===== config.mk =====
export PLATFORM = sky130hd
export DESIGN_NAME = uart_tx_arbiter_flat
export DESIGN_NICKNAME = d
export VERILOG_FILES = /design/src/rtl/uart_tx_arbiter_if.sv /design/src/rtl/uart_tx_arbiter.sv /design/src/flat_wrapper.sv
export SDC_FILE = /design/constraint.sdc
export NUM_CORES = 1
export LEC_CHECK = 0
export CAP_MARGIN = 15
export CORE_UTILIZATION = 45
export CTS_BUF_LIST = sky130_fd_sc_hd__clkbuf_4
export DETAILED_ROUTE_END_ITERATION = 8
export GPL_TIMING_DRIVEN = 0
export PLACE_DENSITY = 0.82
export SLEW_MARGIN = 20
export SYNTH_ARGS = -nofsm -noshare
export SYNTH_HDL_FRONTEND = slang
export SYNTH_SLANG_ARGS = --single-unit

===== constraint.sdc =====
create_clock -name CLK -period 2.2 [get_ports CLK]
set_clock_uncertainty 0.15 [all_clocks]
set_input_delay 0.55 -clock CLK [delete_from_list [all_inputs] [get_ports CLK]]
set_output_delay 0.55 -clock CLK [all_outputs]
set_load 0.01 [all_outputs]

===== src/rtl/uart_tx_arbiter_if.sv =====
// -----------------------------------------------------------------------------
// uart_tx_arbiter_if
//   Bundle of the requester-side and UART_Tx-side signals of uart_tx_arbiter.
//
//   Parameters : N_REQ (requesters), DWL (data word length)
//   Modports   : master - the arbiter (drives ack/grant/tx_* outputs)
//                slave  - the surroundings (requesters + UART_Tx instance)
//   Signals    : req, req_data, ack, grant_id, arb_busy  (requester side)
//                tx_en, tx_we, tx_data, tx_busy         (UART_Tx side)
//                dbg_state                              (arbiter FSM state)
//                err  (only when UART_ARB_TIMEOUT_EN is defined)
//
// Handshake semantics:
//   Requester i raises req[i] (level) with its byte on req_data[i*DWL +: DWL]
//   and keeps it there until the arbiter has sampled it; the byte is captured
//   on the grant edge, and ack[i] pulses for one cycle once the byte has
//   fully left the serializer. Towards UART_Tx, tx_we is held high (with
//   tx_data stable) until tx_busy is seen high; the transfer is complete when
//   tx_busy falls again.
// -----------------------------------------------------------------------------
interface uart_tx_arbiter_if #(
  parameter int N_REQ = 4,
  parameter int DWL   = 8
);
  localparam int IW = $clog2(N_REQ);

  logic [N_REQ-1:0]     req;
  logic [N_REQ*DWL-1:0] req_data;
  logic [N_REQ-1:0]     ack;
  logic [IW-1:0]        grant_id;
  logic                 arb_busy;
  logic                 tx_en;
  logic                 tx_we;
  logic [DWL-1:0]       tx_data;
  logic                 tx_busy;
  logic [1:0]           dbg_state;
`ifdef UART_ARB_TIMEOUT_EN
  logic                 err;
`endif

`ifdef UART_ARB_TIMEOUT_EN
  modport master (
    input  req, req_data, tx_busy,
    output ack, grant_id, arb_busy, tx_en, tx_we, tx_data, dbg_state, err
  );
  modport slave (
    output req, req_data, tx_busy,
    input  ack, grant_id, arb_busy, tx_en, tx_we, tx_data, dbg_state, err
  );
`else
  modport master (
    input  req, req_data, tx_busy,
    output ack, grant_id, arb_busy, tx_en, tx_we, tx_data, dbg_state
  );
  modport slave (
    output req, req_data, tx_busy,
    input  ack, grant_id, arb_busy, tx_en, tx_we, tx_data, dbg_state
  );
`endif

endinterface


===== src/rtl/uart_tx_arbiter.sv =====
// -----------------------------------------------------------------------------
// uart_tx_arbiter
//   Shares one UART_Tx serializer between N_REQ byte requesters with
//   round-robin arbitration. Generates the serializer's baud tick (tx_en),
//   loads the winning byte (tx_we/tx_data), waits for the serializer to go
//   busy and then idle again, and returns a one-cycle ack to the requester.
//
//   Parameters : N_REQ   number of requesters (2..16)
//                DWL     data word length (matches UART_Tx)
//                CLK_DIV CLK cycles per baud tick (>= 2)
//   Ports      : CLK  clock, rising edge
//                RST  synchronous, active-high reset
//                bus  uart_tx_arbiter_if.master (req/req_data/ack/grant_id/
//                     arb_busy/tx_en/tx_we/tx_data/tx_busy/dbg_state[/err])
//
//   Optional feature macro: UART_ARB_TIMEOUT_EN
//     When defined, a watchdog forces the ACK state after
//     16*CLK_DIV*(DWL+2) cycles in LOAD or WAIT_DONE and pulses bus.err
//     together with the ack. When undefined, LOAD and WAIT_DONE wait on
//     tx_busy indefinitely and bus.err does not exist.
// -----------------------------------------------------------------------------
module uart_tx_arbiter #(
  parameter int N_REQ   = 4,
  parameter int DWL     = 8,
  parameter int CLK_DIV = 868
) (
  input logic               CLK,
  input logic               RST,
  uart_tx_arbiter_if.master bus
);

  localparam int IW = $clog2(N_REQ);
  localparam int CW = $clog2(CLK_DIV);

  localparam logic [CW-1:0] BAUD_LAST = CW'(CLK_DIV - 1);
  localparam logic [IW-1:0] PTR_RST   = IW'(N_REQ - 1);

  localparam logic [1:0] S_IDLE      = 2'd0;
  localparam logic [1:0] S_LOAD      = 2'd1;
  localparam logic [1:0] S_WAIT_DONE = 2'd2;
  localparam logic [1:0] S_ACK       = 2'd3;

  // ---------------------------------------------------------------------------
  // Baud tick: free-running, independent of the FSM.
  // ---------------------------------------------------------------------------
  logic [CW-1:0] baud_cnt_q, baud_cnt_d;

  always_comb begin
    baud_cnt_d = (baud_cnt_q == BAUD_LAST) ? '0 : baud_cnt_q + CW'(1);
  end

  always_ff @(posedge CLK) begin
    if (RST) baud_cnt_q <= '0;
    else     baud_cnt_q <= baud_cnt_d;
  end

  assign bus.tx_en = (baud_cnt_q == BAUD_LAST);

  // ---------------------------------------------------------------------------
  // Requester byte unpacking
  // ---------------------------------------------------------------------------
  logic [DWL-1:0] req_bytes [N_REQ];

  always_comb begin
    for (int i = 0; i < N_REQ; i++) begin
      req_bytes[i] = bus.req_data[i*DWL +: DWL];
    end
  end

  // ---------------------------------------------------------------------------
  // Round-robin winner: first set req bit searching ptr+1, ptr+2, ... mod N_REQ.
  // The last previously served requester is checked last, which gives every
  // other active requester one turn before it is served again.
  // ---------------------------------------------------------------------------
  logic [IW-1:0] ptr_q, ptr_d;
  logic [IW-1:0] winner;
  logic          found;

  always_comb begin
    found  = 1'b0;
    winner = '0;
    for (int k = 1; k <= N_REQ; k++) begin
      logic [IW-1:0] cand;
      cand = IW'((int'(ptr_q) + k) % N_REQ);
      if (!found && bus.req[cand]) begin
        found  = 1'b1;
        winner = cand;
      end
    end
  end

  // ---------------------------------------------------------------------------
  // Sequencing FSM
  // ---------------------------------------------------------------------------
  logic [1:0]     state_q, state_d;
  logic [IW-1:0]  grant_id_q, grant_id_d;
  logic [DWL-1:0] tx_data_q, tx_data_d;
  logic           arb_busy_q, arb_busy_d;
  logic           timeout_hit;

`ifdef UART_ARB_TIMEOUT_EN
  localparam int TO_LIMIT = 16 * CLK_DIV * (DWL + 2);
  // At least 16 bits; widened when the limit would not fit in 16 bits.
  localparam int WW = ($clog2(TO_LIMIT + 1) > 16) ? $clog2(TO_LIMIT + 1) : 16;
  localparam logic [WW-1:0] WD_LAST = WW'(TO_LIMIT - 1);

  logic [WW-1:0] wd_q, wd_d;
  logic          err_q, err_d;

  assign timeout_hit = ((state_q == S_LOAD) || (state_q == S_WAIT_DONE)) &&
                       (wd_q == WD_LAST);
`else
  assign timeout_hit = 1'b0;
`endif

  always_comb begin
    state_d    = state_q;
    grant_id_d = grant_id_q;
    tx_data_d  = tx_data_q;
    ptr_d      = ptr_q;
    arb_busy_d = arb_busy_q;

    case (state_q)
      S_IDLE: begin
        if (found) begin
          // Grant and byte are captured here; later req/req_data changes do
          // not touch the byte in flight.
          grant_id_d = winner;
          tx_data_d  = req_bytes[winner];
          ptr_d      = winner;
          arb_busy_d = 1'b1;
          state_d    = S_LOAD;
        end
      end
      S_LOAD: begin
        if (bus.tx_busy) state_d = S_WAIT_DONE;
      end
      S_WAIT_DONE: begin
        if (!bus.tx_busy) state_d = S_ACK;
      end
      S_ACK: begin
        arb_busy_d = 1'b0;
        state_d    = S_IDLE;
      end
      default: begin
        state_d = S_IDLE;
      end
    endcase

    if (timeout_hit) state_d = S_ACK;
  end

`ifdef UART_ARB_TIMEOUT_EN
  // Watchdog restarts on every state entry and only runs in LOAD/WAIT_DONE.
  always_comb begin
    wd_d  = '0;
    err_d = timeout_hit;
    if ((state_d == state_q) &&
        ((state_q == S_LOAD) || (state_q == S_WAIT_DONE))) begin
      wd_d = wd_q + WW'(1);
    end
  end

  always_ff @(posedge CLK) begin
    if (RST) begin
      wd_q  <= '0;
      err_q <= 1'b0;
    end else begin
      wd_q  <= wd_d;
      err_q <= err_d;
    end
  end

  // err_q is only set on the edge into ACK, so it lines up with the ack pulse.
  assign bus.err = err_q;
`endif

  always_ff @(posedge CLK) begin
    if (RST) begin
      state_q    <= S_IDLE;
      grant_id_q <= '0;
      tx_data_q  <= '0;
      ptr_q      <= PTR_RST;
      arb_busy_q <= 1'b0;
    end else begin
      state_q    <= state_d;
      grant_id_q <= grant_id_d;
      tx_data_q  <= tx_data_d;
      ptr_q      <= ptr_d;
      arb_busy_q <= arb_busy_d;
    end
  end

  // ---------------------------------------------------------------------------
  // Outputs
  // ---------------------------------------------------------------------------
  always_comb begin
    bus.ack = '0;
    if (state_q == S_ACK) bus.ack[grant_id_q] = 1'b1;
  end

  assign bus.tx_we     = (state_q == S_LOAD);
  assign bus.tx_data   = tx_data_q;
  assign bus.grant_id  = grant_id_q;
  assign bus.arb_busy  = arb_busy_q;
  assign bus.dbg_state = state_q;

endmodule


===== src/flat_wrapper.sv =====
// flat-port wrapper written by rule: the top's interface ports become plain ports
module uart_tx_arbiter_flat 
#(
  parameter int N_REQ   = 4,
  parameter int DWL     = 8,
  parameter int CLK_DIV = 868
)
  (CLK, RST, bus_req, bus_req_data, bus_tx_busy, bus_ack, bus_grant_id, bus_arb_busy, bus_tx_en, bus_tx_we, bus_tx_data, bus_dbg_state);
  uart_tx_arbiter_if #(.N_REQ(N_REQ), .DWL(DWL)) bus_i ();
  input logic CLK;
  input logic RST;
  input wire logic [$bits(bus_i.req)-1:0] bus_req;
  input wire logic [$bits(bus_i.req_data)-1:0] bus_req_data;
  input wire logic [$bits(bus_i.tx_busy)-1:0] bus_tx_busy;
  output wire logic [$bits(bus_i.ack)-1:0] bus_ack;
  output wire logic [$bits(bus_i.grant_id)-1:0] bus_grant_id;
  output wire logic [$bits(bus_i.arb_busy)-1:0] bus_arb_busy;
  output wire logic [$bits(bus_i.tx_en)-1:0] bus_tx_en;
  output wire logic [$bits(bus_i.tx_we)-1:0] bus_tx_we;
  output wire logic [$bits(bus_i.tx_data)-1:0] bus_tx_data;
  output wire logic [$bits(bus_i.dbg_state)-1:0] bus_dbg_state;
  assign bus_i.req = bus_req;
  assign bus_i.req_data = bus_req_data;
  assign bus_i.tx_busy = bus_tx_busy;
  assign bus_ack = bus_i.ack;
  assign bus_grant_id = bus_i.grant_id;
  assign bus_arb_busy = bus_i.arb_busy;
  assign bus_tx_en = bus_i.tx_en;
  assign bus_tx_we = bus_i.tx_we;
  assign bus_tx_data = bus_i.tx_data;
  assign bus_dbg_state = bus_i.dbg_state;
  uart_tx_arbiter #(.N_REQ(N_REQ), .DWL(DWL), .CLK_DIV(CLK_DIV)) u_core (.CLK(CLK), .RST(RST), .bus(bus_i));
endmodule

==> metrics.csv <==
metric,value,unit
first_global_vias,1390,
cts.sinks,25,
syn_avg_cell_area,9.62,sq um
synthArstFlopShare,0,
dr.pass1.iters,4,
status,"complete, no violations",
clk_latency,0.32,ns
grt.overflow.total,0,
ys_ff_latch,25,
die_w,59.2,um
grt_max_degree,16,
routed_wl,3600,um
worst_ep_arrival_time,2.20,ns
syn_area,0.00147,sq mm
clockRootBuffer,clkbuf_4,
seq_area_frac_synth,0.340,
grt_usage,0.218,
hold_viol_final,0,
synthDistinctLibCells,42,
critPathCaptureType,register,
whs,0.333,ns
dr_total_vias,1370,
period_share,0.968,
tightest_slew,0.495,ns
p_leak,0.889,nW
cts_max_level,1,
antenna_found_initial,0,
crit_type,in2reg,
rows,20,
max_freq,0.470,GHz
finalCriticalPeriod,2.13,ns
p_clk_frac,0.105,
fp.dieH,59.2,um
ys_warn_count,0,
nets,258,
gp_congestion,0.782,
report.final.slew_viol_count,0,
portBuffers,55,
viasPerCell,5.35,
hpwl,2850,um
syn_nets,198,
antenna-diode-count,0,
synth-main-ff-cell,dfxtp_1,
dpl_cell_area,0.00208,sq mm
drt_iter0_drc,80,
syn-instance-count,153,
layout-drive-gt1-share,0.165,
ir_worst_vdd,0.495,mV
start_util,0.478,
slew_headroom,0.669,
power_per_cell_area,957,mW/mm^2
ioPinCount,58,
regArea,508,sq um
setup_viol,0,
p_int,1.28,mW
seq_power_share,0.330,
pwr-share-comb,0.565,
max_cap_violations,0,
synthToLayoutAreaGrowth,46.0,%
rsz0062_at_grt,no,
switching_power,0.776,mW
hold_path.class,reg2reg,
worst-path-max-fanout,10,
synth-edff-count,0,
multiInputGateArea,965,sq um
num-fill-cells,239,
postLayoutCellArea,0.00215,sq mm
core_area,0.00308,sq mm
clockBufferDepth,2,
switching_share,0.378,
cts_tree,yes,
grt_pass1_wl,5880,um
postCtsHoldBufs,0,
crit_path_start_kind,primary input,
drc,0,
cts_buffers,3,
drtAntennaViolNets,0,
post_cts_buffers,0,
clk_pin_slew,0.15,ns
crit_required,2.27,ns
wl_per_cell,14.1,um
dieArea,0.00350,sq mm
==> worst max-delay path, cell delays in order <==
cell	delay (ns)
clkdlybuf4s15_1	0.38
nor2_4	0.10
o22a_4	0.27
nand3b_4	0.08
buf_6	0.16
mux2_1	0.34
a221o_1	0.32
==> registers in the layout, indices dropped and copies added (netlist names) <==
signal	cells
u_core.bus.tx_data	8
u_core.bus.grant_id	2
u_core.bus.dbg_state	2
u_core.baud_cnt_q	10
u_core.bus.arb_busy	1
u_core.ptr_q	2
==> cell usage in the layout (no fill, tap or decap), drive strengths merged, types with 3 or more instances in the layout <==
master         instances
xnor2                  4
buf                    3
clkdlybuf4s50         46
inv                    3
ha                     6
a221o                  6
nor3b                  6
o211a                  3
dfxtp                 25
a21oi                  4
nand3                  6
and3                   5
dlygate4sd2            6
clkbuf                 7
xor2                   4
a211oi                 7
mux2                  11
mux2i                  4
nand2                  8
o21bai                 3
nor2                  21
==> cell usage after synthesis (5+ instances only) <==
| cell type | number | area, sq um |
|---|---|---|
| dfxtp_1 | 25 | 500 |
| nor2_1 | 20 | 75.1 |
| nand2_1 | 8 | 30.0 |
| a211oi_1 | 7 | 52.6 |
| a221o_1 | 6 | 60.1 |
| ha_1 | 6 | 75.1 |
| mux2_2 | 6 | 67.6 |
| nand3_1 | 6 | 30.0 |
| nor3b_1 | 6 | 45.0 |
| and3_1 | 5 | 31.3 |
==> stage by stage <==
| step | setup WS [ns] | TNS (ns) | utilization | std cells | total power, mW |
|---|---|---|---|---|---|
| finish | 0.0706 | 0 | 0.698 | 256 | 2.06 |
| detailed placement | -0.528 | -4.31 | 0.675 | 252 | 1.82 |
| CTS | 0.00424 | 0 | 0.697 | 256 | 2.06 |
| floorplan | 0.153 | 0 | - | 153 | 1.38 |
| global placement | -0.466 | -3.66 | 0.675 | 252 | 1.78 |
| global route | 0.0210 | 0 | 0.698 | 256 | 2.20 |
==> path summary, 6_finish.rpt <==
check	from	endpoint	slack (ns)	cells past startpoint
min	u_core.baud_cnt_q[0]	u_core.baud_cnt_q[0]	0.33	1
max	bus_req[1]	u_core.bus.tx_data[6]	0.07	7
max reg2reg	u_core.ptr_q[1]	u_core.bus.tx_data[6]	0.22	7
min reg2reg	u_core.baud_cnt_q[0]	u_core.baud_cnt_q[0]	0.33	1
==> layout make-up <==
| type | count | share of cell area |
|---|---|---|
| repair buffers | 55 | 0.252 |
| inverters | 3 | 0.00524 |
| multi-input cells | 119 | 0.449 |
| clock inverters | 1 | 0.00349 |
| well taps | 44 | 0.0256 |
| flip-flops and latches | 25 | 0.236 |
| plain buffers | 6 | 0.0181 |
| clock buffers | 3 | 0.0105 |
==> cell families after synthesis <==
group                    after synthesis  share of synthesized area
XOR/XNOR                               8                     0.0476
AND/OR/NAND/NOR                       58                      0.223
buffers and inverters                  9                     0.0340
flip-flops                            25                      0.340
multiplexers                          15                      0.119
adder cells (fa/ha/maj)                6                     0.0510
AO/OA/AOI/OAI                         32                      0.185
==> per-layer routing <==
layer | vias up | track usage | share of wire
met5 | - | 0 | 0
met4 | 0 | 0.0748 | 0.017
met3 | 8 | 0.0306 | 0.043
met2 | 32 | 0.417 | 0.52
met1 | 650 | 0.241 | 0.42
li1 | 680 | - | -
==> repair_timing <==
item / 4_1_cts / 5_1_grt
gates cloned: 0 / 0
pin swaps: 1 / 1
resized for setup: 22 / 4
endpoints found under the setup margin: 11 / 6
==> power by group through the flow <==
| stage | clock, mW | combinational (mW) | sequential [mW] |
|---|---|---|---|
| 6_report | 0.216 | 1.16 | 0.679 |
| 5_1_grt | 0.242 | 1.26 | 0.698 |
| 4_1_cts | 0.221 | 1.16 | 0.677 |
| 3_5_place_dp | 0 | 1.14 | 0.681 |
| 3_3_place_gp | 0 | 1.11 | 0.671 |
| 2_1_floorplan | 0 | 0.662 | 0.715 |
(Power assumes the default switching activity.)
